--- src/rtl/mem_uart.sv ---
// mem_uart: memory-mapped 8N1 UART transmitter with a TX FIFO on the valid/ready bus.
// Define MEM_UART_RX_EN to compile in the optional receiver.
module mem_uart #(
  parameter int unsigned FIFO_DEPTH  = 8,
  parameter logic [15:0] DEFAULT_DIV = 16'd433,
  parameter logic [15:0] DIV_MIN     = 16'd3
) (
  input  logic        clk,
  input  logic        rst,
  input  logic        mem_valid,
  output logic        mem_ready,
  input  logic [31:0] mem_addr,
  input  logic [31:0] mem_wdata,
  input  logic [3:0]  mem_wstrb,
  output logic [31:0] mem_rdata,
  output logic        uart_tx,
  input  logic        uart_rx
);
  localparam int unsigned AW = $clog2(FIFO_DEPTH);

  typedef enum logic [1:0] {IDLE, START, DATA, STOP} tx_state_t;

  tx_state_t   state, state_next;
  logic [7:0]  fifo_mem [FIFO_DEPTH];
  logic [AW:0] wr_ptr, rd_ptr;
  logic        fifo_full, fifo_empty, push, push_ok, pop, load, tx_next, bit_end;
  logic [15:0] div, div_eff, div_lat, bit_timer;
  logic [7:0]  shifter;
  logic [2:0]  bit_cnt;
  logic        overflow, access, wr, rd;
  logic [1:0]  sel;
  logic [31:0] rdata_next;
  logic        rx_valid, rx_overrun;
  logic [7:0]  rx_data;
  logic        unused;

  assign unused     = ^{uart_rx, mem_addr[31:4], mem_addr[1:0], mem_wdata[31:16], mem_wstrb[3:2]};
  assign sel        = mem_addr[3:2];
  assign access     = mem_valid & ~mem_ready;
  assign wr         = access & (|mem_wstrb);
  assign rd         = access & ~(|mem_wstrb);
  assign push       = wr && (sel == 2'd0) && mem_wstrb[0];
  assign fifo_empty = (wr_ptr == rd_ptr);
  assign fifo_full  = (wr_ptr[AW] != rd_ptr[AW]) && (wr_ptr[AW-1:0] == rd_ptr[AW-1:0]);
  // A pop in the same cycle frees a slot, so a push into a full FIFO still lands.
  assign push_ok    = push & (~fifo_full | pop);
  assign div_eff    = (div < DIV_MIN) ? DIV_MIN : div;
  assign bit_end    = (bit_timer == div_lat);

  always_comb begin
    rdata_next = '0;
    case (sel)
      2'd0:    rdata_next[7:0]  = rx_data;
      2'd1:    rdata_next[5:0]  = {rx_overrun, rx_valid, overflow, state != IDLE, fifo_empty, fifo_full};
      2'd2:    rdata_next[15:0] = div;
      default: rdata_next = '0;
    endcase
  end

  always_ff @(posedge clk or posedge rst) begin
    if (rst) begin
      mem_ready <= 1'b0;
      mem_rdata <= '0;
      div       <= DEFAULT_DIV;
      overflow  <= 1'b0;
      wr_ptr    <= '0;
      rd_ptr    <= '0;
    end else begin
      mem_ready <= access;
      mem_rdata <= rd ? rdata_next : '0;
      if (wr && sel == 2'd2) begin
        if (mem_wstrb[0]) div[7:0]  <= mem_wdata[7:0];
        if (mem_wstrb[1]) div[15:8] <= mem_wdata[15:8];
      end
      if (push && !push_ok)
        overflow <= 1'b1;
      else if (wr && sel == 2'd1 && mem_wstrb[0] && mem_wdata[3])
        overflow <= 1'b0;
      if (push_ok) wr_ptr <= wr_ptr + (AW+1)'(1);
      if (pop)     rd_ptr <= rd_ptr + (AW+1)'(1);
    end
  end

  always_ff @(posedge clk) begin
    if (push_ok) fifo_mem[wr_ptr[AW-1:0]] <= mem_wdata[7:0];
  end

  always_ff @(posedge clk or posedge rst) begin
    if (rst) state <= IDLE;
    else     state <= state_next;
  end

  always_comb begin
    state_next = state;
    tx_next    = 1'b1;
    pop        = 1'b0;
    load       = 1'b0;
    case (state)
      IDLE: if (!fifo_empty) begin
        pop = 1'b1; load = 1'b1; state_next = START; tx_next = 1'b0;
      end
      START: begin
        tx_next = 1'b0;
        if (bit_end) begin state_next = DATA; tx_next = shifter[0]; end
      end
      DATA: begin
        tx_next = shifter[0];
        if (bit_end) begin
          if (bit_cnt == 3'd7) begin state_next = STOP; tx_next = 1'b1; end
          else tx_next = shifter[1];
        end
      end
      STOP: if (bit_end) begin
        if (!fifo_empty) begin
          pop = 1'b1; load = 1'b1; state_next = START; tx_next = 1'b0;
        end else state_next = IDLE;
      end
      default: state_next = IDLE;
    endcase
  end

  // uart_tx carries the level chosen for the state being entered, so it stays registered.
  always_ff @(posedge clk or posedge rst) begin
    if (rst) begin
      uart_tx   <= 1'b1;
      bit_timer <= '0;
      bit_cnt   <= '0;
      shifter   <= '0;
      div_lat   <= '0;
    end else begin
      uart_tx <= tx_next;
      if (load) begin
        shifter   <= fifo_mem[rd_ptr[AW-1:0]];
        div_lat   <= div_eff;
        bit_timer <= '0;
        bit_cnt   <= '0;
      end else if (state != IDLE) begin
        if (bit_end) begin
          bit_timer <= '0;
          if (state == DATA) begin
            shifter <= {1'b0, shifter[7:1]};
            bit_cnt <= bit_cnt + 3'd1;
          end
        end else bit_timer <= bit_timer + 16'd1;
      end
    end
  end

`ifdef MEM_UART_RX_EN
  typedef enum logic [1:0] {RX_IDLE, RX_START, RX_DATA, RX_STOP} rx_state_t;

  rx_state_t   rx_state, rx_state_next;
  logic [2:0]  rx_sync;
  logic [15:0] rx_timer, rx_div;
  logic [2:0]  rx_cnt;
  logic [7:0]  rx_shift;
  logic        rx_in, rx_fall, rx_mid, rx_bit_end, rx_restart, rx_done;

  // rx_sync[1:0] is the synchroniser; rx_sync[2] holds the previous synchronised level.
  assign rx_in      = rx_sync[1];
  assign rx_fall    = rx_sync[2] & ~rx_sync[1];
  assign rx_mid     = (rx_timer == {1'b0, rx_div[15:1]});
  assign rx_bit_end = (rx_timer == rx_div);
  assign rx_restart = (rx_state == RX_START) ? rx_mid : rx_bit_end;

  always_ff @(posedge clk or posedge rst) begin
    if (rst) rx_state <= RX_IDLE;
    else     rx_state <= rx_state_next;
  end

  always_comb begin
    rx_state_next = rx_state;
    rx_done       = 1'b0;
    case (rx_state)
      RX_IDLE:  if (rx_fall) rx_state_next = RX_START;
      RX_START: if (rx_mid) rx_state_next = rx_in ? RX_IDLE : RX_DATA;
      RX_DATA:  if (rx_bit_end && rx_cnt == 3'd7) rx_state_next = RX_STOP;
      RX_STOP:  if (rx_bit_end) begin rx_state_next = RX_IDLE; rx_done = rx_in; end
      default:  rx_state_next = RX_IDLE;
    endcase
  end

  always_ff @(posedge clk or posedge rst) begin
    if (rst) begin
      rx_sync    <= '1;
      rx_timer   <= '0;
      rx_div     <= '0;
      rx_cnt     <= '0;
      rx_shift   <= '0;
      rx_data    <= '0;
      rx_valid   <= 1'b0;
      rx_overrun <= 1'b0;
    end else begin
      rx_sync <= {rx_sync[1:0], uart_rx};
      if (rx_state == RX_IDLE) begin
        rx_timer <= '0;
        rx_div   <= div_eff;
        rx_cnt   <= '0;
      end else if (rx_restart) begin
        rx_timer <= '0;
        if (rx_state == RX_DATA) begin
          rx_shift <= {rx_in, rx_shift[7:1]};
          rx_cnt   <= rx_cnt + 3'd1;
        end
      end else rx_timer <= rx_timer + 16'd1;
      if (rx_done) begin
        rx_data  <= rx_shift;
        rx_valid <= 1'b1;
        if (rx_valid) rx_overrun <= 1'b1;
      end else if (rd && sel == 2'd0) rx_valid <= 1'b0;
      if (wr && sel == 2'd1 && mem_wstrb[0] && mem_wdata[5] && !(rx_done && rx_valid))
        rx_overrun <= 1'b0;
    end
  end
`else
  assign rx_valid   = 1'b0;
  assign rx_overrun = 1'b0;
  assign rx_data    = '0;
`endif
endmodule

--- config.mk ---
export PLATFORM = sky130hd
export DESIGN_NAME = mem_uart
export DESIGN_NICKNAME = d
export VERILOG_FILES = /design/src/rtl/mem_uart.sv
export SDC_FILE = /design/constraint.sdc
export NUM_CORES = 1
export LEC_CHECK = 0
export BUFFER_PORTS_ARGS = -buffer_cell sky130_fd_sc_hd__buf_2
export CAP_MARGIN = 20
export CORE_ASPECT_RATIO = 0.6
export CORE_MARGIN = 3
export CORE_UTILIZATION = 57
export CTS_CLUSTER_DIAMETER = 50
export DETAILED_ROUTE_END_ITERATION = 6
export PLACE_DENSITY = 0.85
export SYNTH_ARGS = -nofsm -noshare
export SYNTH_HDL_FRONTEND = slang
export SYNTH_SLANG_ARGS = --single-unit
--- constraint.sdc ---
create_clock -name clk -period 4 [get_ports clk]
set_clock_uncertainty 0.1 [all_clocks]
set_input_delay 1.2 -clock clk [delete_from_list [all_inputs] [get_ports clk]]
set_output_delay 1.2 -clock clk [all_outputs]
set_load 0.005 [all_outputs]
* Word level (Yosys, flattened, before mapping) *
Memory sizes are Yosys's and may differ from the RTL's.
Cells that the tools add are included.
Widths: inputs -> output; s select.

storage, ports and cells
  register bits = 88
  output and inout bits = 34
  memory bits (writable) = 64
  bits of input ports = 72
  memories kept = 1

memories
  memory    depth  bits a word  read ports  clocked after memory_dff  wr ports  line  text
  fifo_mem  8      8            1           0                         1         24    logic [7:0] fifo_mem [FIFO_DEPTH];

cells by class
  reductions and logical operators = 21
  muxes and demuxes = 36
  equality and inequality tests = 15
  bitwise logic cells = 8
  $lt $le $gt $ge = 1
  add/subtract/negate cells = 4

operator list
  cell                   number
  $mux 16                5
  $mux 8                 5
  $add 16x1->16 const B  1
  $eq 16x16->1           1
  $lt 16x2->1 const B    1
  $mux 1                 12
  $mux 2                 6
  $mux 3                 4
  $pmux 6 s2             1
  $ne 2x2->1 const B     5
  $reduce_bool 2->1      5
  $add 4x1->4 const B    2
  $logic_and 1x1->1      8
  $pmux 2 s4             1
  $eq 2x2->1 const B     3
  $reduce_and 5->1       1
  $and 1x1->1            4
  $eq 2x1->1 const B     2
  $eq 4x4->1             1
  $logic_not 2->1        2
  $pmux 1 s4             1
  $reduce_and 2->1       2
  $reduce_or 4->1        1
  $add 3x1->3 const B    1
  8 further kinds        10

* Logic depth before layout (Yosys ltp) *
  word-level depth = 9
  depth in mapped cells = 9
  gate-level depth less buffers = 8

* Least setup slack after synthesis *
No wires, ideal clock.

  path kind = input port to flip-flop
  start point = in mem_valid
  end point = mem fifo_mem[4][0], enable pin
  cell stages on the path = 7
  setup slack = 0.703 ns
  data arrival time = 2.814 ns
  cells stage by stage = nor2b_1 clkbuf_1 and3_1 nand3_1 a2bb2oi_2 or2_1 nor3_1

on the way
  longest elaborated chain between the ends = 7

RTL lines
  element                          line  text
  start, declared                  10    input logic mem_valid,
  $and 1x1->1                      39    assign access = mem_valid & ~mem_ready;
  net access                       30    logic overflow, access, wr, rd;
  $and 1x1->1                      40    assign wr = access & (|mem_wstrb);
  $logic_and 1x1->1 (2 in series)  42    assign push = wr && (sel == 2'd0) && mem_wstrb[0];
  $and 1x1->1                      46    assign push_ok = push & (~fifo_full | pop);
  $mux 1                           85    if (push_ok) fifo_mem[wr_ptr[AW-1:0]] <= mem_wdata[7:0];
  $mux 1 (implied by the code)     85
  end, declared                    24

The timed path passes the listed nets, and every way through them passes these cells.

* Worst setup path after layout *
  start point = reg wr_ptr[0]
  end point = mem fifo_mem[0][0], enable pin

on the way
  longest elaborated chain between the ends = 8
  elaborated cells between the ends (all ways) = 11
  classes of those cells = eq/ne: 2; mux: 5; bitwise: 3; reduce/logical: 1

RTL lines
  element                       line     text
  start, declared               25       logic [AW:0] wr_ptr, rd_ptr;
  start signal, assigned        79       if (push_ok) wr_ptr <= wr_ptr + (AW+1)'(1);
  $eq 4x4->1                    43       assign fifo_empty = (wr_ptr == rd_ptr);
  $mux 1                        99, 114
  $mux 1                        113      STOP: if (bit_end) begin
  $pmux 1 s2                    98       case (state)
  $or 1x1->1                    46
  $and 1x1->1                   46
  $mux 1                        85
  $mux 1 (implied by the code)  85

Several ways; a longest one is shown, not always the timed one.

==> run_results.csv <==
group,metric,value,unit
floorplan,io_pins,106,
floorplan,start_util,59.1,%
layout,nNetsFinal,614,
drt,ant_nets,0,
drt,wire_per_inst,20.4,um
place,port_buffers,42,
clock_tree,clkTransAtPathRegs,60,ps
synthesis,synth_most_common_cell,"dfrtp_1",
clock_tree,cts_inserted_buffers,17,
timing,holdWs,423,ps
synthesis,yosys_warnings,0,
clock_tree,clockBufferDepth,2,
floorplan,fp.dieW,147,um
clock_tree,cts_tree,"done",
timing,setup_viol,0,
critical_path,worst-path-max-fanout,8,
power_and_ir_drop,power,5.25,mW
clock_tree,post_cts_buffers,0,
synthesis,synth_cells,467,
synthesis,ys_seq_area_share,61.0,%
drt,avgViaCountPerCell,5.88,
synthesis,synth-main-ff-cell,"dfrtp_1",
clock_tree,cts_max_level,4,
timing,hold_viol_final,0,
synthesis,synthTopCellsByArea,"dfrtp_1 (30%), edfxtp_1 (28%), mux4_2 (5.3%)",
outcome,outcome,"completed",
drt,num_vias,4125,
layout,final_core_utilization,67.7,%
grt,grt.total_usage,23.0,%
layout,ff_latch_area,4130,sq um
grt,gr-total-overflow,0,
critical_path,worstSetupPathType,"reg2reg",
drt,dr.first_iter.drc_count,315,
timing,fin_crit_sh,71.0,%
critical_path,worstSetupStartpointType,"register",
synthesis,yosysTopAreaCellShare,30.3,%
critical_path,required,4070,ps
synthesis,synth_area,6770,sq um
synthesis,synth_cell_types,51,
floorplan,rows,30,
timing,tightest_slew,795,ps
drt,wl,14300,um
floorplan,die-area,13300,sq um
synthesis,ys_ff_latch,152,
layout,multi_input_area,2420,sq um
clock_tree,clock_sinks,152,
timing,tns,0,ps
synthesis,async_flop_share,57.9,%
place,dpl.hpwl,9420,um
place,globalplace.congestion,0.840,
flow_run,maxCapViolations,0,
critical_path,endpoint_kind,"register",
synthesis,avgSynthCellArea,14.5,sq um
layout,finalInstanceArea,7750,sq um
drt,drtPass1Iterations,5,
clock_tree,cts-resized-gates,0,
power_and_ir_drop,power.leakage,3.32,nW
floorplan,die_h,90.4,um
layout,n_antenna_cell,0,
power_and_ir_drop,powerDensity,677,nW/um^2
clock_tree,clk_latency,430,ps
place,placed_cell_area,7160,sq um
timing,slew_viol_final,0,
timing,fmax,352,MHz
layout,fill_cells,738,
power_and_ir_drop,peakVddDrop,0.000492,V
timing,fin_crit,2840,ps
grt,grt_pass1_vias,4200,
grt,antenna_found_initial,0,
timing,rsz0062_at_grt,"no",
clock_tree,ctsRootBufferMaster,"clkbuf_16",
clock_tree,hold_buffers,0,
synthesis,synth_common_cells,"dfrtp_1 (82), edfxtp_1 (64), nor2_1 (29), mux2i_1 (24), xnor2_1 (22)",
layout,drive_above_1_share,28.8,%
synthesis,synth_edf_count,64,
timing,maxSlewHeadroom,47.0,%
grt,grt_max_degree,47,
hold_path,hp-class,"reg2reg",
grt,grt_pass1_wl,23200,um
layout,syn2layout_area_growth,14.6,%
drt,drc,0,
synthesis,yosys.area.top_type,"dfrtp_1",
critical_path,cp_data_arrival_time,2910,ps
floorplan,core,11400,sq um
where the power goes:
group	total, mW	switching [mW]	internal, mW
Combinational	1.55	0.797	0.755
Clock	1.54	0.671	0.871
Sequential	2.16	0.260	1.89
path summary, 6_finish.rpt:
| kind | depth (start not counted) | from | slack [ps] | to |
|---|---|---|---|---|
| worst max register to register | 7 | wr_ptr[0] | 1160 | fifo_mem[0][0] |
| min in group asynchronous | 2 | rst | 790 | bit_timer[4] |
| max in group asynchronous | 3 | rst | 2270 | div[7] |
| worst max-delay path | 7 | wr_ptr[0] | 1160 | fifo_mem[0][0] |
| worst min-delay path | 2 | shifter[7] | 420 | shifter[7] |
| worst min register to register | 2 | shifter[7] | 420 | shifter[7] |
placed cells by master (no fill, tap or decap), types with 11 or more instances in the layout:
cell type,instances
inv_1,11
nor2_1,29
xnor2_1,22
ha_1,13
dfrtp_1,82
clkbuf_16,17
and3_1,18
xor2_1,12
buf_4,17
buf_2,42
edfxtp_1,64
mux4_2,16
mux2_2,21
mux2i_1,24
nand2_1,19
conb_1,16
state kept, by name, summed over array words and instances, names as in the netlist, 2 cells and up:
register	cells
div_lat	16
bit_cnt	3
mem_rdata	16
shifter	8
rd_ptr	4
bit_timer	16
wr_ptr	4
fifo_mem	64
state	2
div	16
critical path, cell delays in order, from the launching register on:
cell and delay, ps:
dfrtp_1 490, xor2_1 260, nor4_1 590, o21ai_0 250, a2bb2oi_2 370, nand2b_1 240, nor3_1 80, buf_4 200
metrics by stage:
stage                     setup slack (ps)  cells
after floorplan                        431    482
after global placement                 877    669
after detailed placement               826    669
after CTS                              878    701
after global routing                   904    702
final                                 1160    702
logic make-up after synthesis:
family          Yosys count  synth area share (%)
xor+xnor                 35                  4.64
mux                      75                  15.2
fa+ha+maj                13                  2.40
simple gates            110                  9.11
compound gates           36                  3.53
other cells               1                0.0554
buf+inv                  45                  3.97
flops                   152                  61.0
cell type report:
type	instances	share of cell area, %
flip-flops and latches	152	53.3
multi-input cells	285	31.3
clock buffers	18	5.53
repair buffers	61	4.97
well taps	160	2.58
clock inverters	14	1.77
inverters	12	0.597
metal layers:
metal | wire [um] | vias up | GRT usage [%]
met5 | 0 | - | 0
met4 | 155 | 0 | 6.49
met3 | 1440 | 17 | 7.32
met2 | 6490 | 204 | 33.0
met1 | 6250 | 2100 | 34.1
li1 | - | 1804 | -
Power figures use the tool's default switching activity.
